==> src/rtl/rr_sel_arbiter_4.sv <==
// rr_sel_arbiter_4: four-requester round-robin arbiter driving the 2-bit select
// of a downstream 4-to-1 mux. One owner at a time, select frozen for the whole
// grant, priority rotates past the last owner, and a hold limit bounds every grant.
module rr_sel_arbiter_4 #(
    parameter int HOLD_MAX = 15
) (
    input  logic       clk,
    input  logic       rst,
    input  logic [3:0] req,
    input  logic       done,
    output logic [1:0] sel,
    output logic [3:0] grant,
    output logic       busy,
    output logic       timeout
);

    // Counter wide enough to hold HOLD_MAX itself.
    localparam int CNT_W = (HOLD_MAX < 2) ? 1 : $clog2(HOLD_MAX + 1);
    localparam logic [CNT_W-1:0] HOLD_LIM = CNT_W'(HOLD_MAX);
    localparam logic [CNT_W-1:0] CNT_ONE  = CNT_W'(1);

    typedef enum logic {
        IDLE  = 1'b0,
        GRANT = 1'b1
    } state_t;

    state_t           state;
    logic [1:0]       ptr;
    logic [CNT_W-1:0] cnt;

    logic       win_any;
    logic [1:0] win_idx;
    logic       hold_hit;
    logic       rel;

    // Scan p, p+1, p+2, p+3 (mod 4) and return {found, index} of the first set
    // request. The loop runs from the far end so the nearest offset wins last.
    function automatic logic [2:0] rr_pick(input logic [3:0] r, input logic [1:0] p);
        logic [2:0] res;
        logic [1:0] idx;
        res = 3'b000;
        for (int k = 3; k >= 0; k--) begin
            idx = p + 2'(k);
            if (r[idx]) begin
                res = {1'b1, idx};
            end
        end
        return res;
    endfunction

    // Arbitration winner and release decision for the current cycle.
    always_comb begin
        win_any  = 1'b0;
        win_idx  = 2'b00;
        hold_hit = 1'b0;
        rel      = 1'b0;
        {win_any, win_idx} = rr_pick(req, ptr);
        hold_hit = (cnt == HOLD_LIM);
        rel      = done || !req[sel] || hold_hit;
    end

    // Arbiter FSM with registered outputs; everything clears asynchronously on rst.
    always_ff @(posedge clk or posedge rst) begin
        if (rst) begin
            state   <= IDLE;
            ptr     <= 2'b00;
            sel     <= 2'b00;
            grant   <= 4'b0000;
            busy    <= 1'b0;
            timeout <= 1'b0;
            cnt     <= '0;
        end else begin
            timeout <= 1'b0;
            case (state)
                IDLE: begin
                    if (win_any) begin
                        sel   <= win_idx;
                        grant <= 4'b0001 << win_idx;
                        busy  <= 1'b1;
                        cnt   <= CNT_ONE;
                        state <= GRANT;
                    end
                end
                GRANT: begin
                    if (rel) begin
                        // sel is left alone: the mux output is don't-care while idle.
                        grant   <= 4'b0000;
                        busy    <= 1'b0;
                        ptr     <= sel + 2'd1;
                        cnt     <= '0;
                        timeout <= hold_hit;
                        state   <= IDLE;
                    end else begin
                        cnt <= cnt + CNT_ONE;
                    end
                end
                default: begin
                    state <= IDLE;
                end
            endcase
        end
    end

endmodule

==> config.mk <==
export PLATFORM = sky130hd
export DESIGN_NAME = rr_sel_arbiter_4
export DESIGN_NICKNAME = d
export VERILOG_FILES = /design/src/rtl/rr_sel_arbiter_4.sv
export SDC_FILE = /design/constraint.sdc
export NUM_CORES = 1
export LEC_CHECK = 0
export ABC_AREA = 1
export CAP_MARGIN = 5
export CORE_MARGIN = 2
export CORE_UTILIZATION = 38
export CTS_CLUSTER_DIAMETER = 150
export DETAILED_ROUTE_END_ITERATION = 8
export HOLD_SLACK_MARGIN = 0.12
export PLACE_DENSITY = 0.63
export SLEW_MARGIN = 25
export SYNTH_ARGS = -nofsm -noshare
export SYNTH_HDL_FRONTEND = slang
export SYNTH_SLANG_ARGS = --single-unit
==> constraint.sdc <==
create_clock -name clk -period 1.45 [get_ports clk]
set_input_delay 0.29 -clock clk [delete_from_list [all_inputs] [get_ports clk]]
set_output_delay 0.29 -clock clk [all_outputs]
set_load 0.02 [all_outputs]
==> After elaboration in Yosys (flattened, before gate mapping) <==
Cells that the tools add are included.
W data, S select, Z words.
{ "totals": {"reg_bits": 15, "in_bits": 7, "out_inout_bits": 8, "elab_cells": 56} }
{ "op_classes": {"addsub": 5, "magnitude_cmp": 5, "eq_ne": 3, "shift": 1, "muxes": 28, "bitwise_logic": 1, "n_reduce_logical": 6} }
{ "op_table": {"columns": ["operator", "n"], "rows": [
  ["$mux W4", 4],
  ["$pmux W4 S2", 2],
  ["$lt A2 B3 Y1 const B", 5],
  ["$mux W3", 4],
  ["$mux W1", 11],
  ["$bmux W1 S2", 5],
  ["$reduce_and A2 Y1", 3],
  ["$add A2 B1 Y2 const B", 2],
  ["$add A2 B2 Y2 const B", 2],
  ["$add A4 B1 Y4 const B", 1],
  ["$eq A4 B4 Y1 const B", 1],
  ["$pmux W1 S2", 2],
  ["$shl A1 B2 Y4 const A", 1],
  ["$logic_or A1 B1 Y1", 2],
  ["$ne A2 B1 Y1 const B", 1],
  ["$ne A2 B2 Y1 const B", 1],
  ["$logic_not A1 Y1", 1],
  ["$not A1 Y1", 1]
]} }

==> Longest topological paths before layout <==
Gate-level depths: netlist of run 1.
{ "logic_depth": {"ltp_word": 10, "mapped_depth": 12, "depth_no_buf": 11} }

==> Worst setup path after synthesis of run 1 <==
Ideal clock, no wire load.
{ "synth_timing": {"path_kind": "register to register", "startpoint": "register cnt[0]", "endpoint": "register grant[0]", "setup_ns": 0.065, "arrival_ns": 1.355, "required_ns": 1.385, "slack_ns": 0.030, "path_stages_with_launch": 11, "path_buffers": 0, "period_less_slack_ns": 1.420, "path_cell_list": "dfrtp_1 > ha_1 > nand3_1 > nand2_1 > a21oi_1 > nand2_1 > nand2_1 > inv_1 > nor2_8 > nand2_1 > nand2_1"} }
{ "synth_via": {"elab_chain_cells": 4} }
{ "synth_rtl": {"columns": ["item", "line_no", "rtl"], "rows": [
  ["start: declaration", "29", "logic [CNT_W-1:0] cnt;"],
  ["start signal: assignment", "94", "cnt <= cnt + CNT_ONE;"],
  ["$eq A4 B4 Y1", "58", "hold_hit = (cnt == HOLD_LIM);"],
  ["$logic_or A1 B1 Y1", "59", "rel = done || !req[sel] || hold_hit;"],
  ["$ne A2 B1 Y1 (no source line)", null, null],
  ["$reduce_and A2 Y1 (no source line)", null, null],
  ["end signal: assignment", "78", "grant <= 4'b0001 << win_idx;"],
  ["end: declaration", "12", "output logic [3:0] grant,"]
]} }
Every way passes these cells.
A chain may end at the register's enable or synchronous reset.

==> Final worst setup path of run 1 <==
{ "layout_timing": {"startpoint": "input req[3]", "endpoint": "register grant[3]"} }
{ "layout_via": {"elab_chain_cells": 9, "word_cells_on_any_way": 23, "classes_between": "eq/ne: 2; shift: 1; mux: 16; reduce/logical: 4"} }
{ "layout_rtl": {"columns": ["item", "line_no", "rtl"], "rows": [
  ["start: declaration", "9", "input logic [3:0] req,"],
  ["$bmux W1 S2", "44", "if (r[idx]) begin"],
  ["$mux W1 (not written as such)", "44", null],
  ["$mux W3 (4 in a row)", "44", null],
  ["$shl A1 B2 Y4", "78", null],
  ["$mux W4", "76", "if (win_any) begin"],
  ["$pmux W4 S2", "74", "case (state)"]
]} }
Several ways; a longest one is shown, not always the timed one. The select of a mux whose other input is x is not followed.

==> results of run 1 <==
[repair_timing]
| action | CTS | global route |
|---|---|---|
| hold endpoints to repair | 0 | 0 |
| endpoints found under the setup margin | 21 | 14 |
| buffers inserted | 0 | 3 |
| resized for setup | 26 | 23 |
| pin swaps | 2 | 6 |
[area by class of cell]
cell class	instances	share of cell area, %
clock buffer	4	1.91
tap	30	2.73
multi-input combinational	92	42.9
inverter	19	6.47
timing repair buffer	30	18.6
sequential	15	27.4
[worst paths after layout]
check                         start  cells past startpoint        to  slack, ns
setup / recovery             req[3]                     12  grant[3]      -0.03
hold / removal                  rst                      3    cnt[0]       0.27
setup reg to reg             ptr[0]                     11  grant[3]      -0.02
hold reg to reg            grant[1]                      2  grant[1]       0.48
max in group asynchronous       rst                      3    ptr[0]       0.99
min in group clk           grant[1]                      2  grant[1]       0.48
[power by group through the flow]
stage	clock [uW]	sequential, uW	combinational (uW)
after floorplan	0	766	1120
after global placement	0	748	1680
after detailed placement	0	741	1700
after CTS	252	743	1780
after global routing	275	783	2290
final	252	763	2080
[metal layers]
metal,up-vias,share of wire (%)
met5,-,0
met4,0,2.0
met3,5,3.4
met2,20,50
met1,435,44
li1,466,-
[cell usage after synthesis]
library cell,n,area [um^2]
buf_6,1,11.3
xnor2_1,1,8.76
dfrtp_1,15,375
nor2_1,7,26.3
inv_1,14,52.6
o21ai_0,11,55.1
nand3_2,4,40.0
ha_1,1,12.5
inv_8,1,11.3
a21oi_1,3,15.0
inv_2,3,11.3
nand2_1,42,158
nor2_8,1,20.0
xor2_1,1,8.76
nand2_4,3,33.8
nand4_1,1,6.26
nand3b_4,1,20.0
nand2_2,5,31.3
nand3_1,11,55.1
inv_4,1,6.26
[cells by family after synthesis]
family,Yosys count,share of synthesized area (%)
buffers and inverters,20,9.66
adder cells (fa/ha/maj),1,1.31
flip-flops,15,39.2
AND/OR/NAND/NOR,75,40.7
AO/OA/AOI/OAI,14,7.31
XOR/XNOR,2,1.83
[cells in the final DEF, fill, tap and decap left out, types with 2 or more instances in the layout]
| master | n |
|---|---|
| o21ai_0 | 4 |
| nor2_1 | 5 |
| clkdlybuf4s50_1 | 6 |
| inv_4 | 2 |
| nand3_1 | 8 |
| inv_2 | 3 |
| buf_4 | 15 |
| inv_1 | 12 |
| nand3_2 | 5 |
| o21ai_1 | 5 |
| dlygate4sd2_1 | 7 |
| a21oi_1 | 2 |
| dfrtp_1 | 14 |
| nor2_2 | 2 |
| clkbuf_4 | 3 |
| nand2_2 | 10 |
| nand2_1 | 32 |
| nand2_4 | 8 |
| nand3_4 | 2 |
| o21ai_2 | 2 |
[critical path, stage by stage]
cell and delay (ns):
clkdlybuf4s50_1 0.56, inv_1 0.07, nand2_2 0.10, nand3_2 0.12
nand2_4 0.08, inv_2 0.05, nand3b_4 0.09, nand2_4 0.08
inv_6 0.09, nor2_8 0.04, nand2_1 0.05, nand2_1 0.05
[registers in the layout (all words and copies together) (netlist names)]
name,flops
cnt,4
grant,4
ptr,2
sel,2
busy,1
state,1
timeout,1
[metrics by stage]
stage | hold slack (ns) | utilization [%]
after floorplan | 0.191 | -
after global placement | 0.472 | 50.3
after detailed placement | 0.467 | 50.3
after CTS | 0.286 | 52.4
after global routing | 0.292 | 56.5
final | 0.274 | 56.5
==> results.sh, run 1 <==
export IMPL_setup_viol_count_final=6
export IMPL_start_util_pct=39.4
export IMPL_p_int_uw=1520
export IMPL_netlist_area_um2=958
export IMPL_worst_slew_pin_slew_ns=0.277
export IMPL_drt_iter0_drc=27
export IMPL_grt_most_used_layer="met2"
export IMPL_core_mm2=0.00243
export IMPL_maxSlewHeadroom_pct=81.5
export IMPL_final_area_mm2=0.00137
export IMPL_skew_ns=0.0100
export IMPL_grt_max_degree=16
export IMPL_drc=0
export IMPL_slew_violations=0
export IMPL_outcome="finished with violations"
export IMPL_met2_usage_pct=29.9
export IMPL_nets=169
export IMPL_place_ws_ns=-0.317
export IMPL_cts_root_buf="clkbuf_4"
export IMPL_wl_per_cell_um=12.7
export IMPL_start_kind="input port"
export IMPL_grt_pass1_wl_um=3730
export IMPL_viasPerCell=4.87
export IMPL_p_sw_uw=1570
export IMPL_syn_to_final_growth_pct=43.3
export IMPL_hold_violations=0
export IMPL_placed_cells=183
export IMPL_cts_buffers=3
export IMPL_grt_usage_pct=18.2
export IMPL_fin_setup_tns_ns=-0.114
export IMPL_synth_seq_area_share_pct=39.2
export IMPL_ys_ff_latch=15
export IMPL_insertedDiodeCount=0
export IMPL_clock_sinks=15
export IMPL_cts_hold_buffers=0
export IMPL_clockBufferDepth=2
export IMPL_syn_inst=127
export IMPL_num_vias=926
export IMPL_fin_cells=190
export IMPL_p_comb_share_pct=67.2
export IMPL_p_leak_uw=0.000738
export IMPL_syn_num_nets=135
export IMPL_rows=18
export IMPL_power_total_uw=3090
export IMPL_portBuffers=14
export IMPL_ios=15
export IMPL_cap_viol_max_count=0
export IMPL_worstPathRequired_ns=1.64
export IMPL_die_area_mm2=0.00294
export IMPL_worstSkewPairLatency_ns=0.30
export IMPL_layout_setup_ws_ns=-0.0287
export IMPL_cellPowerDensity_mw_per_mm2=2250
export IMPL_max_freq_ghz=0.676
export IMPL_grt_overflow_total=0
export IMPL_placed_area_mm2=0.00122
export IMPL_first_pass_iters=4
export IMPL_grt_pass1_vias=908
export IMPL_multi_input_area_um2=589
export IMPL_met3_usage_pct=4.10
export IMPL_holdCritPathClass="input port to asynchronous set/reset pin"
export IMPL_grt_use_met1_pct=21.5
export IMPL_place_congestion=0.788
export IMPL_p_clk_share_pct=8.1
export IMPL_dp_hpwl_um=1640
export IMPL_cts_tree="yes"
export IMPL_path_class="input port to flop"
export IMPL_ctsHtreeMaxLevel=1
export IMPL_seqCellArea_um2=377
export IMPL_die_y_um=54.2
export IMPL_antenna_found_initial=0
export IMPL_die_w_um=54.2
export IMPL_cts_reportedPaths_clkPinSlew_ns=0.10
export IMPL_layout_drive_gt1_share_pct=37.5
export IMPL_cp_arrival_ns=1.67
export IMPL_failed_checks="setup timing"
export IMPL_synth_cell_type_count=20
export IMPL_ir_worst_vdd_mv=1.09
export IMPL_wirelength_um=2410
export IMPL_drtAntennaViolNets=0
export IMPL_power_frac_seq_pct=24.7
export IMPL_post_route_min_period_ns=1.48
export IMPL_ys_warn_count=0
export IMPL_avgSynthCellArea_um2=7.55
export IMPL_rsz0062_at_grt="yes"
export IMPL_crit_fanout=5
export IMPL_power_share_switching_pct=50.7
export IMPL_period_share_pct=102
export IMPL_fillers=223
export IMPL_worstSetupEndpointType="flop"
Note: power is estimated with default switching activity, not from simulation.
==> run 2: changes to the inputs <==
- CAP_MARGIN: 5 -> unset
- CTS_BUF_LIST: unset -> sky130_fd_sc_hd__clkbuf_8
==> results.sh, run 2 (synthesized netlist as in run 1, its figures left out) <==
export IMPL_layout_setup_ws_ns=-0.00127
export IMPL_holdCritPathClass="input port to asynchronous set/reset pin"
export IMPL_place_ws_ns=-0.317
export IMPL_post_route_min_period_ns=1.45
export IMPL_maxSlewHeadroom_pct=82.9
export IMPL_grt_pass1_vias=902
export IMPL_worst_slew_pin_slew_ns=0.256
export IMPL_worstPathRequired_ns=1.59
export IMPL_grt_max_degree=16
export IMPL_cts_reportedPaths_clkPinSlew_ns=0.06
export IMPL_place_congestion=0.788
export IMPL_dp_hpwl_um=1640
export IMPL_syn_to_final_growth_pct=40.2
export IMPL_cts_root_buf="clkbuf_8"
export IMPL_first_pass_iters=4
export IMPL_fin_setup_tns_ns=-0.00127
export IMPL_final_cell_mix="34 x nand2_1, 13 x dfrtp_1, 13 x buf_4"
export IMPL_worstSetupEndpointType="flop"
export IMPL_slew_violations=0
export IMPL_num_vias=908
export IMPL_grt_usage_pct=18.2
export IMPL_clock_sinks=15
export IMPL_cts_tree="yes"
export IMPL_reg2reg_depth=10
export IMPL_worstSkewPairLatency_ns=0.25
export IMPL_layout_drive_gt1_share_pct=34.8
export IMPL_die_area_mm2=0.00294
export IMPL_wirelength_um=2340
export IMPL_outcome="finished with violations"
export IMPL_clockBufferDepth=2
export IMPL_grt_pass1_wl_um=3740
export IMPL_max_freq_ghz=0.689
export IMPL_wl_per_cell_um=12.5
export IMPL_start_util_pct=39.4
export IMPL_grt_overflow_total=0
export IMPL_cp_arrival_ns=1.59
export IMPL_p_leak_uw=0.000733
export IMPL_viasPerCell=4.83
export IMPL_ios=15
export IMPL_nets=167
export IMPL_layout_commonest_cell="nand2_1"
export IMPL_insertedDiodeCount=0
export IMPL_portBuffers=14
export IMPL_setup_viol_count_final=1
export IMPL_rows=18
export IMPL_drt_iter0_drc=25
export IMPL_rsz0062_at_grt="yes"
export IMPL_path_class="flop to flop"
export IMPL_crit_fanout=8
export IMPL_antenna_found_initial=0
export IMPL_ctsHtreeMaxLevel=1
export IMPL_cellPowerDensity_mw_per_mm2=2260
export IMPL_skew_ns=0.00566
export IMPL_ir_worst_vdd_mv=1.25
export IMPL_die_y_um=54.2
export IMPL_drc=0
export IMPL_cap_viol_max_count=0
export IMPL_die_w_um=54.2
export IMPL_period_share_pct=100
export IMPL_top_regs="cnt x4, grant x4"
export IMPL_start_kind="flop"
export IMPL_cts_hold_buffers=0
export IMPL_core_mm2=0.00243
export IMPL_hold_violations=0
export IMPL_cts_buffers=3
export IMPL_failed_checks="setup timing"
export IMPL_drtAntennaViolNets=0
run 2: metrics by stage:
| step | cell area (um^2) | utilization, % | power [uW] | cells | hold slack [ns] |
|---|---|---|---|---|---|
| after floorplan | 958 | - | 1890 | 127 | 0.191 |
| after global placement | 1220 | 50.3 | 2420 | 183 | 0.472 |
| after detailed placement | 1220 | 50.3 | 2440 | 183 | 0.467 |
| after CTS | 1280 | 52.5 | 2850 | 187 | 0.339 |
| after global routing | 1340 | 55.2 | 3290 | 188 | 0.354 |
| final | 1340 | 55.2 | 3030 | 188 | 0.327 |
run 2: routing by layer:
metal	up-vias	track usage [%]	part of all wire (%)
li1	460	-	-
met1	429	21.2	43
met2	14	31.3	53
met3	5	4.10	2.6
met4	0	9.17	1.7
met5	-	0	0
run 2: final cells by class:
type                            instances  area (um^2)
Multi-Input combinational cell         92          559
Timing Repair Buffer                   28          235
Sequential cell                        15          378
Clock inverter                          1         3.75
Inverter                               19         88.8
Clock buffer                            3         41.3
Fill cell                             230         1090
Tap cell                               30         37.5
run 2: report_power, final:
part           switching [uW]  internal (uW)
Clock                     153            188
Sequential                183            573
Combinational            1160            776
Total                    1500           1540
run 2: what timing repair did:
item | in CTS | in global routing
resized for setup | 27 | 19
setup endpoints to repair | 21 | 14
pin swaps | 2 | 5
endpoints found under the hold margin | 0 | 0
buffers inserted | 0 | 1
cloned | 0 | 0
run 2: final timing paths:
check	start	slack, ns	endpoint
worst max-delay path	ptr[0]	-0.001	grant[0]
worst min-delay path	rst	0.33	cnt[0]
worst max register to register	ptr[0]	-0.001	grant[0]
worst min register to register	grant[0]	0.47	grant[0]
max in group asynchronous	rst	0.93	ptr[1]
min in group clk	grant[0]	0.47	grant[0]
run 2: critical path: stages, from the launching register on:
cell and delay, ns:
dfrtp_2 0.51, inv_8 0.12, nand2_1 0.06, nand2_1 0.10, nand2_2 0.08, nand3_1 0.10
nand3_1 0.12, nand2_4 0.11, inv_2 0.04, nand3_1 0.05, nand2_1 0.05
==> run 3: changes to the inputs <==
- PLACE_DENSITY: 0.63 -> 0.61
- clock period: 1.45 -> 1.41 ns (I/O delays scaled with it)
==> results.sh, run 3 (synthesized netlist as in run 1, its figures left out) <==
export IMPL_worstSetupEndpointType="flop"
export IMPL_die_area_mm2=0.00294
export IMPL_period_share_pct=104
export IMPL_ctsHtreeMaxLevel=1
export IMPL_layout_setup_ws_ns=-0.0630
export IMPL_drt_iter0_drc=20
export IMPL_top_regs="cnt x4, grant x4"
export IMPL_first_pass_iters=4
export IMPL_worst_slew_pin_slew_ns=0.255
export IMPL_power_total_uw=3110
export IMPL_holdCritPathClass="input port to asynchronous set/reset pin"
export IMPL_crit_end="state"
export IMPL_slew_violations=0
export IMPL_drc=0
export IMPL_maxSlewHeadroom_pct=82.8
export IMPL_skew_ns=0.00161
export IMPL_insertedDiodeCount=0
export IMPL_multi_input_area_um2=589
export IMPL_ios=15
export IMPL_max_freq_ghz=0.679
export IMPL_cts_root_buf="clkbuf_8"
export IMPL_cellPowerDensity_mw_per_mm2=2290
export IMPL_fillers=242
export IMPL_ir_worst_vdd_mv=1.06
export IMPL_holdWs_ns=0.309
export IMPL_reg2reg_from="ptr[0]"
export IMPL_core_mm2=0.00243
export IMPL_die_w_um=54.2
export IMPL_start_kind="flop"
export IMPL_cts_tree="yes"
export IMPL_final_cell_mix="29 x nand2_1, 17 x nand2_2, 13 x dfrtp_1, 13 x buf_4"
export IMPL_portBuffers=14
export IMPL_worstPathRequired_ns=1.55
export IMPL_place_congestion=0.814
export IMPL_rsz0062_at_grt="yes"
export IMPL_cap_viol_max_count=0
export IMPL_grt_pass1_vias=883
export IMPL_cts_hold_buffers=0
export IMPL_r2r_end="state"
export IMPL_die_y_um=54.2
export IMPL_drtAntennaViolNets=0
export IMPL_grt_max_degree=9
export IMPL_seqCellArea_um2=378
export IMPL_cp_arrival_ns=1.61
export IMPL_cts_buffers=3
export IMPL_fin_setup_tns_ns=-0.327
export IMPL_clock_sinks=15
export IMPL_p_leak_uw=0.000717
export IMPL_antenna_found_initial=0
export IMPL_cts_reportedPaths_clkPinSlew_ns=0.06
export IMPL_r2r_slack_ns=-0.06
export IMPL_rows=18
export IMPL_outcome="finished with violations"
export IMPL_layout_drive_gt1_share_pct=36.9
export IMPL_worstSkewPairLatency_ns=0.25
export IMPL_clockBufferDepth=2
export IMPL_setup_viol_count_final=6
export IMPL_wl_per_cell_um=11.9
export IMPL_path_class="flop to flop"
export IMPL_grt_usage_pct=17.4
export IMPL_crit_fanout=8
export IMPL_crit_start="ptr[0]"
export IMPL_start_util_pct=39.4
export IMPL_wirelength_um=2230
export IMPL_failed_checks="setup timing"
export IMPL_hold_violations=0
export IMPL_nets=166
export IMPL_syn_to_final_growth_pct=41.9
export IMPL_grt_overflow_total=0
export IMPL_grt_pass1_wl_um=3660
export IMPL_reg2reg_depth=10
export IMPL_viasPerCell=4.74
export IMPL_dp_hpwl_um=1670
export IMPL_post_route_min_period_ns=1.47
export IMPL_layout_commonest_cell="nand2_1"
export IMPL_num_vias=886
==> run 3: changes by cell type in the layout (fill, tap and decap cells not counted), sizes merged <==
cell | previous run | this run
buf | 14 | 13
==> run 3: final cells by class <==
type	count	area share, %
clock inverters	1	0.276
repair buffers	27	16.5
flip-flops and latches	15	27.8
inverters	19	6.35
clock buffers	3	3.04
multi-input cells	92	43.3
well taps	30	2.76
==> run 3: critical path, cell delays in order (launching register included) <==
cell,delay [ns]
dfrtp_2,0.50
inv_8,0.13
nand2_8,0.07
nand3_4,0.07
nand2_2,0.06
inv_2,0.07
nand3b_4,0.10
nand2_4,0.11
buf_4,0.12
buf_4,0.09
nand2_1,0.04
==> run 3: where the power goes <==
part | internal (uW) | total, uW | switching, uW
registers | 589 | 776 | 187
clock network | 193 | 348 | 155
logic | 782 | 1990 | 1200
==> run 3: timing repair <==
action | in CTS | in global routing
gates cloned | 0 | 0
setup endpoints to repair | 20 | 13
setup buffers | 1 | 2
gates resized for setup | 20 | 23
pin swaps | 1 | 8
==> run 3: layer usage <==
layer	share of wire, %	GRT usage [%]
met5	0	0
met4	1.2	9.17
met3	3.1	2.19
met2	51	28.3
met1	45	22.5
==> run 3: worst min path at each step <==
stage,start,slack (ns),depth (start not counted),end
5_1_grt,rst,0.36,3,sel[0]
3_3_place_gp,grant[1],0.46,2,grant[1]
4_1_cts,rst,0.31,3,sel[0]
2_1_floorplan,rst,0.18,1,busy
3_5_place_dp,grant[1],0.47,2,grant[1]
6_report,rst,0.31,3,grant[2]
==> run 3: through the flow <==
stage               setup slack [ns]  utilization, %  cells  cell area (um^2)
floorplan                     0.0281               -    127               958
global placement              -0.303            49.3    180              1200
detailed placement            -0.328            49.3    180              1200
CTS                          -0.0266            51.9    185              1260
global route                  -0.174            55.9    187              1360
finish                       -0.0630            55.9    187              1360
